$ cat src/rtl/csr_timer_bank.sv
// Bank of NUM_CH countdown timers sharing one prescaler, mapped onto the CSR access bus.
// Each channel has its own enable/periodic/initval, pending bit, and a fixed-priority irq encoder.
module csr_timer_bank #(
    parameter int          NUM_CH   = 4,
    parameter int          CNT_W    = 32,
    parameter int          PRE_W    = 8,
    parameter logic [13:0] CSR_BASE = 14'h0040
) (
    input  logic              clk,
    input  logic              resetn,
    input  logic [13:0]       csr_num,
    input  logic              csr_we,
    input  logic [31:0]       csr_wmask,
    input  logic [31:0]       csr_wvalue,
    output logic [31:0]       csr_rvalue,
    output logic              csr_hit,
    output logic [NUM_CH-1:0] timer_pend,
    output logic              irq_any,
    output logic [2:0]        irq_id
);

    localparam logic [13:0] CH_SPAN = 14'(4 * NUM_CH);

    logic [13:0]       off;
    logic              in_map;
    logic              is_chan;
    logic              is_tpre;
    logic              is_tie;
    logic [11:0]       ch_sel;
    logic [1:0]        slot;

    logic [PRE_W-1:0]  tpre;
    logic [PRE_W-1:0]  pre_cnt;
    logic [NUM_CH-1:0] tie;
    logic              tpre_we;
    logic              tie_we;
    logic              tick;

    logic [CNT_W-1:0]  cnt_arr [NUM_CH];
    logic [CNT_W-1:0]  cfg_arr [NUM_CH];
    logic [NUM_CH-1:0] pend_v;
    logic [NUM_CH-1:0] masked;

    assign off     = csr_num - CSR_BASE;
    assign in_map  = (csr_num >= CSR_BASE) && (off <= CH_SPAN + 14'd1);
    assign is_chan = in_map && (off < CH_SPAN);
    assign is_tpre = in_map && (off == CH_SPAN);
    assign is_tie  = in_map && (off == CH_SPAN + 14'd1);
    assign ch_sel  = off[13:2];
    assign slot    = off[1:0];

    assign tpre_we = csr_we && is_tpre;
    assign tie_we  = csr_we && is_tie;
    // A TPRE write restarts the prescaler phase and swallows that cycle's tick.
    assign tick    = (pre_cnt == tpre) && !tpre_we;

    always_ff @(posedge clk or negedge resetn) begin
        if (!resetn) begin
            tpre    <= '0;
            pre_cnt <= '0;
            tie     <= '0;
        end else begin
            if (tpre_we) begin
                tpre    <= (csr_wmask[PRE_W-1:0] & csr_wvalue[PRE_W-1:0]) |
                           (~csr_wmask[PRE_W-1:0] & tpre);
                pre_cnt <= '0;
            end else if (pre_cnt == tpre) begin
                pre_cnt <= '0;
            end else begin
                pre_cnt <= pre_cnt + 1'b1;
            end
            if (tie_we) begin
                tie <= (csr_wmask[NUM_CH-1:0] & csr_wvalue[NUM_CH-1:0]) |
                       (~csr_wmask[NUM_CH-1:0] & tie);
            end
        end
    end

    for (genvar i = 0; i < NUM_CH; i++) begin : g_ch
        logic             en_q;
        logic             per_q;
        logic             pend_q;
        logic [CNT_W-3:0] init_q;
        logic [CNT_W-1:0] cnt_q;
        logic [CNT_W-1:0] cfg_old;
        logic [CNT_W-1:0] cfg_new;
        logic             tcfg_we;
        logic             clr_we;
        logic             expire;

        assign cfg_old = {init_q, per_q, en_q};
        assign cfg_new = (csr_wmask[CNT_W-1:0] & csr_wvalue[CNT_W-1:0]) |
                         (~csr_wmask[CNT_W-1:0] & cfg_old);
        assign tcfg_we = csr_we && is_chan && (ch_sel == 12'(i)) && (slot == 2'd0);
        assign clr_we  = csr_we && is_chan && (ch_sel == 12'(i)) && (slot == 2'd2) &&
                         csr_wmask[0] && csr_wvalue[0];
        // Any TCFG write owns the counter that cycle: en=1 reloads, en=0 freezes.
        assign expire  = en_q && tick && !tcfg_we && (cnt_q == '0);

        always_ff @(posedge clk or negedge resetn) begin
            if (!resetn) begin
                en_q   <= 1'b0;
                per_q  <= 1'b0;
                init_q <= '0;
                cnt_q  <= '1;
                pend_q <= 1'b0;
            end else begin
                if (tcfg_we) begin
                    en_q   <= cfg_new[0];
                    per_q  <= cfg_new[1];
                    init_q <= cfg_new[CNT_W-1:2];
                    if (cfg_new[0]) begin
                        cnt_q <= {cfg_new[CNT_W-1:2], 2'b00};
                    end
                end else if (en_q && tick && (cnt_q != '1)) begin
                    if (cnt_q == '0) begin
                        cnt_q <= per_q ? {init_q, 2'b00} : '1;
                    end else begin
                        cnt_q <= cnt_q - 1'b1;
                    end
                end
                if (expire) begin
                    pend_q <= 1'b1;
                end else if (clr_we) begin
                    pend_q <= 1'b0;
                end
            end
        end

        assign cnt_arr[i] = cnt_q;
        assign cfg_arr[i] = cfg_old;
        assign pend_v[i]  = pend_q;
    end

    always_comb begin
        csr_rvalue = '0;
        if (is_tpre) begin
            csr_rvalue = 32'(tpre);
        end else if (is_tie) begin
            csr_rvalue = 32'(tie);
        end else if (is_chan) begin
            for (int i = 0; i < NUM_CH; i++) begin
                if (ch_sel == 12'(i)) begin
                    case (slot)
                        2'd0:    csr_rvalue = 32'(cfg_arr[i]);
                        2'd1:    csr_rvalue = 32'(cnt_arr[i]);
                        2'd2:    csr_rvalue = 32'(pend_v[i]);
                        default: csr_rvalue = '0;
                    endcase
                end
            end
        end
    end

    // Scan from the top so the lowest enabled pending channel is the last to write irq_id.
    assign masked = pend_v & tie;
    always_comb begin
        irq_id = '0;
        for (int i = NUM_CH - 1; i >= 0; i--) begin
            if (masked[i]) begin
                irq_id = 3'(i);
            end
        end
    end

    assign irq_any    = |masked;
    assign timer_pend = pend_v;
    assign csr_hit    = in_map;

endmodule

$ cat config.mk
export PLATFORM = sky130hd
export DESIGN_NAME = csr_timer_bank
export DESIGN_NICKNAME = d
export VERILOG_FILES = /design/src/rtl/csr_timer_bank.sv
export SDC_FILE = /design/constraint.sdc
export NUM_CORES = 1
export LEC_CHECK = 0
export ABC_AREA = 0
export BUFFER_PORTS_ARGS = -buffer_cell sky130_fd_sc_hd__buf_4
export CORE_MARGIN = 4
export CORE_UTILIZATION = 40
export CTS_BUF_LIST = sky130_fd_sc_hd__clkbuf_2
export CTS_CLUSTER_DIAMETER = 30
export CTS_CLUSTER_SIZE = 20
export DETAILED_ROUTE_END_ITERATION = 8
export PLACE_DENSITY = 0.6
export SYNTH_ARGS = -nofsm -noshare
export SYNTH_HDL_FRONTEND = slang
export SYNTH_SLANG_ARGS = --single-unit
$ cat constraint.sdc
create_clock -name clk -period 6.3 [get_ports clk]
set_clock_uncertainty 0.1 [all_clocks]
set_input_delay 0.63 -clock clk [delete_from_list [all_inputs] [get_ports clk]]
set_output_delay 0.63 -clock clk [all_outputs]
set_load 0.01 [all_outputs]
Word-level counts from Yosys, hierarchy flattened:

Index checks and enable logic that the tools add are counted.

* input bits: 81
* output and inout port bits: 41
* bits in read-only memories: 0
* memory bits (writable): 0
* memories: 0
* logic and storage cells: 180
* bits in latches: 0
* flip-flop bits (word level): 280

* shifts and indexed selects: 0
* muxes and demuxes: 45
* equality and inequality tests: 16
* bitwise logic cells: 19
* reductions and logical operators: 68
* add/subtract/negate cells: 6
* magnitude comparators: 3
* div/mod/pow operators: 0
* $mul: 0

Operator list (number)
* $mux W32: 27
* $pmux W32 S3: 4
* $and A32 B32 Y32: 5
* $logic_not A32 Y1: 4
* $ne A32 B32 Y1 const B: 4
* $or A32 B32 Y32: 4
* $sub A32 B1 Y32 const B: 4
* $logic_and A1 B1 Y1: 44
* $not A32 Y32: 1
* $eq A14 B5 Y1 const B: 2
* $eq A12 B2 Y1 const B: 2
* $and A8 B8 Y8: 2
* $mux W8: 2
* $reduce_bool A2 Y1: 8
* $ge A14 B7 Y1 const B: 1
* $le A14 B5 Y1 const B: 1
* $lt A14 B5 Y1 const B: 1
* $sub A14 B7 Y14 const B: 1
* $and A4 B4 Y4: 3
* $eq A12 B1 Y1 const B: 1
* $logic_not A12 Y1: 1
* $mux W3: 3
* $add A8 B1 Y8 const B: 1
* $eq A8 B8 Y1: 1
* 13 further kinds: 30

Logic depth before layout (Yosys ltp):

* depth after elaboration: 11
* mapped depth: 11
* depth with buffers taken out: 8

Least setup slack after synthesis:

Ideal clock, no wire load.

* path kind: input to output
* start: in csr_num[2]
* end: out csr_rvalue[13]
* path buffers: 3
* required time: 5.570 ns
* data arrival time: 2.639 ns
* slack: 2.931 ns
* cell stages on the path: 6
* cell sequence: clkbuf_1 -> clkbuf_1 -> clkbuf_1 -> mux4_2 -> a21oi_1 -> nor2_1

* cells in the longest elaborated chain, start to end: 9
* elaborated cells between the ends (all ways): 21
* classes of those cells: 1 x add/sub; 3 x order compare; 5 x eq/ne; 7 x mux; 5 x reduce/logical

Ends and longest elaborated chain
* from (decl): line 11 `input logic [13:0] csr_num,`
* parallel branches: the longest is 8 deep, another holds $sub A14 B7 Y14
* $mux W32 *: line 137 `if (is_tpre) begin`
* to (decl): line 15 `output logic [31:0] csr_rvalue,`

Mark *: on every way between the ends.

Worst setup path after layout:

* start: in csr_num[13]
* end: out csr_rvalue[1]

Same word-level chain as after synthesis.

==> qor.csv <==
metric;value;unit
endpoint;csr_rvalue[1];
synth_top_cell_area_share;18.4;%
vias;21500;
design.die.area;0.0555;mm²
rsz0062_at_grt;false;
grt_pass1_vias;20500;
r2r-end;g_ch[0].cnt_q[14];
dp_cells;3053;
timing.final.crit_share;69.2;%
status;finished clean;
crit_path_start_kind;input pin;
syn_area;0.0207;mm²
antenna_found_initial;2;
port_buffers;120;
drt_first_iter_violations;3084;
drc;0;
clk_latency;1.13;ns
postRouteAntennaNets;0;
dp_hpwl;64.1;mm
r2r_setup_slack;2.32;ns
synth_flop_cell;dfrtp_1;
hold_path.class;input pin to async pin;
track_usage;30.9;%
crit_path_end_kind;output pin;
grt_pass1_wl;132;mm
power_density;272;mW/mm²
synth-seq-cells;280;
period_needed;4.36;ns
routed_via_density;6.49;
coreArea;0.0513;mm²
power;6.50;mW
wl_per_cell;27.0;µm
cts.sinks;280;
pin_count;122;
synthArstFlopShare;100;%
peakVddDrop;0.132;mV
fin_cells;3322;
ys_types;85;
initial_utilization;40.4;%
fin_hold_ws;0.108;ns
maxSlewViolCount;0;
synth_edf_count;0;
routed_wl;89.6;mm
layout_commonest_cell;nand2_1;
cts_buffer_depth;3;
syn_to_final_growth;15.4;%
placementRows;83;
syn_nets;2532;
htree_levels;3;
setup-tns-final;0;ns
crit_path_max_fanout;37;
setup_viol;0;
grt_max_degree;129;
cp.arrival;3.63;ns
critPathLaunch;csr_num[13];
die_h;235;µm
hold_viol_final;0;
final_cell_mix;nand2_1, a21oi_1, nor2_1;
fp.dieW;235;µm
drt_first_pass_iters;6;
worstMarginPinSlew;1.28;ns
cts-buffers-inserted;87;
syn_area_per_cell;8.49;µm²
yosys-top-cells-area;dfrtp_1, dfstp_2, mux2_2;
ys_warn_count;0;
maxCapViolCount;0;
clk_pin_slew_worst_paths;0.13;ns
slew_headroom;14.5;%
synth_cells;2438;
cts_resized;0;
worstSetupPathType;input pin to output pin;
drive_above_1_share;24.1;%
ys_seq_area_share;34.6;%
ff2ff_path_depth;7;
gp_congestion;1.01;
grt.overflow.total;0;
synth_largest_area_cell;dfrtp_1;
timing.fmax;229;MHz
critical_path_required;5.57;ns
power_leakage;10.0;nW
nets;2659;
cts_tree;yes;
cts-root-buf;clkbuf_2;
==> routing by layer <==
metal	vias up	wire length [µm]	GRT usage, %
met2	1408	40200	47.8
met1	10600	35300	42.0
li1	9318	-	-
met3	217	10000	6.27
met5	-	0	0
met4	0	4120	14.1
==> cells in the mapped netlist (all sizes together) (37+ instances only) <==
library cell    n
nand2         264
a21oi         234
nor2          201
dfrtp         152
o21ai         151
dfstp         128
clkbuf        124
mux2          105
buf            95
nand3          91
mux2i          88
nand4          65
inv            61
nor4           54
o22ai          49
nor3           46
nand2b         43
or4            37
==> critical path, cell delays in order <==
cell,delay [ns]
dlygate4sd3_1,0.54
buf_4,0.16
nor2_1,0.25
nand3_2,0.69
or2_2,0.60
o32a_1,0.18
a32o_1,0.26
a21oi_1,0.16
buf_4,0.14
==> metrics by stage <==
step	area, µm²	setup WS [ns]	util (%)
after global placement	21700	2.10	42.3
after CTS	23900	1.97	46.6
final	23900	1.94	46.6
after floorplan	20700	2.93	-
after detailed placement	21700	2.00	42.3
after global routing	23900	1.71	46.6
==> kinds of logic (layout without fill, tap and decap cells) <==
group,after synthesis,count (layout),synth area share (%)
mux,222,222,13.1
buf+inv,280,482,6.24
xor+xnor,53,53,2.24
compound gates,668,668,20.1
flops,280,280,34.6
fa+ha+maj,13,13,0.786
other cells,1,3,0.0181
simple gates,921,921,22.9
==> how the worst min path moves through the flow <==
stage | from | endpoint | slack [ns] | depth (start not counted)
finish | resetn | g_ch[1].init_q[14] | 0.11 | 2
global route | resetn | g_ch[1].init_q[23] | 0.11 | 2
CTS | resetn | g_ch[1].init_q[21] | 0.002 | 2
detailed placement | g_ch[1].init_q[2] | g_ch[1].init_q[2] | 0.39 | 2
global placement | g_ch[1].init_q[2] | g_ch[1].init_q[2] | 0.38 | 2
floorplan | resetn | async pin | 0.23 | 0
==> power breakdown <==
| group | internal (mW) | switching (mW) | leakage (nW) |
|---|---|---|---|
| clock | 0.963 | 1.02 | 0.715 |
| combinational | 0.714 | 1.23 | 5.96 |
| sequential | 2.14 | 0.423 | 3.35 |
==> what timing repair did <==
action / 4_1_cts / 5_1_grt
setup buffers: 0 / 0
hold endpoints to repair: 350 / 0
hold buffers: 103 / 0
==> flip-flops by register name, summed over array words and instances, names as in the netlist, named ones only <==
signal	flops
g_ch.cnt_q	128
pre_cnt	8
g_ch.en_q	4
g_ch.init_q	120
g_ch.pend_q	4
==> cell type report <==
class                           instances  area (µm²)
Antenna cell                            2        5.00
Clock buffer                          105         526
Clock inverter                         59         607
Fill cell                            5049       27400
Inverter                               61         229
Multi-Input combinational cell       1878       12300
Sequential cell                       280        7170
Tap cell                              680         851
Timing Repair Buffer                  257        2210
Note: power is estimated with default switching activity, not from simulation.
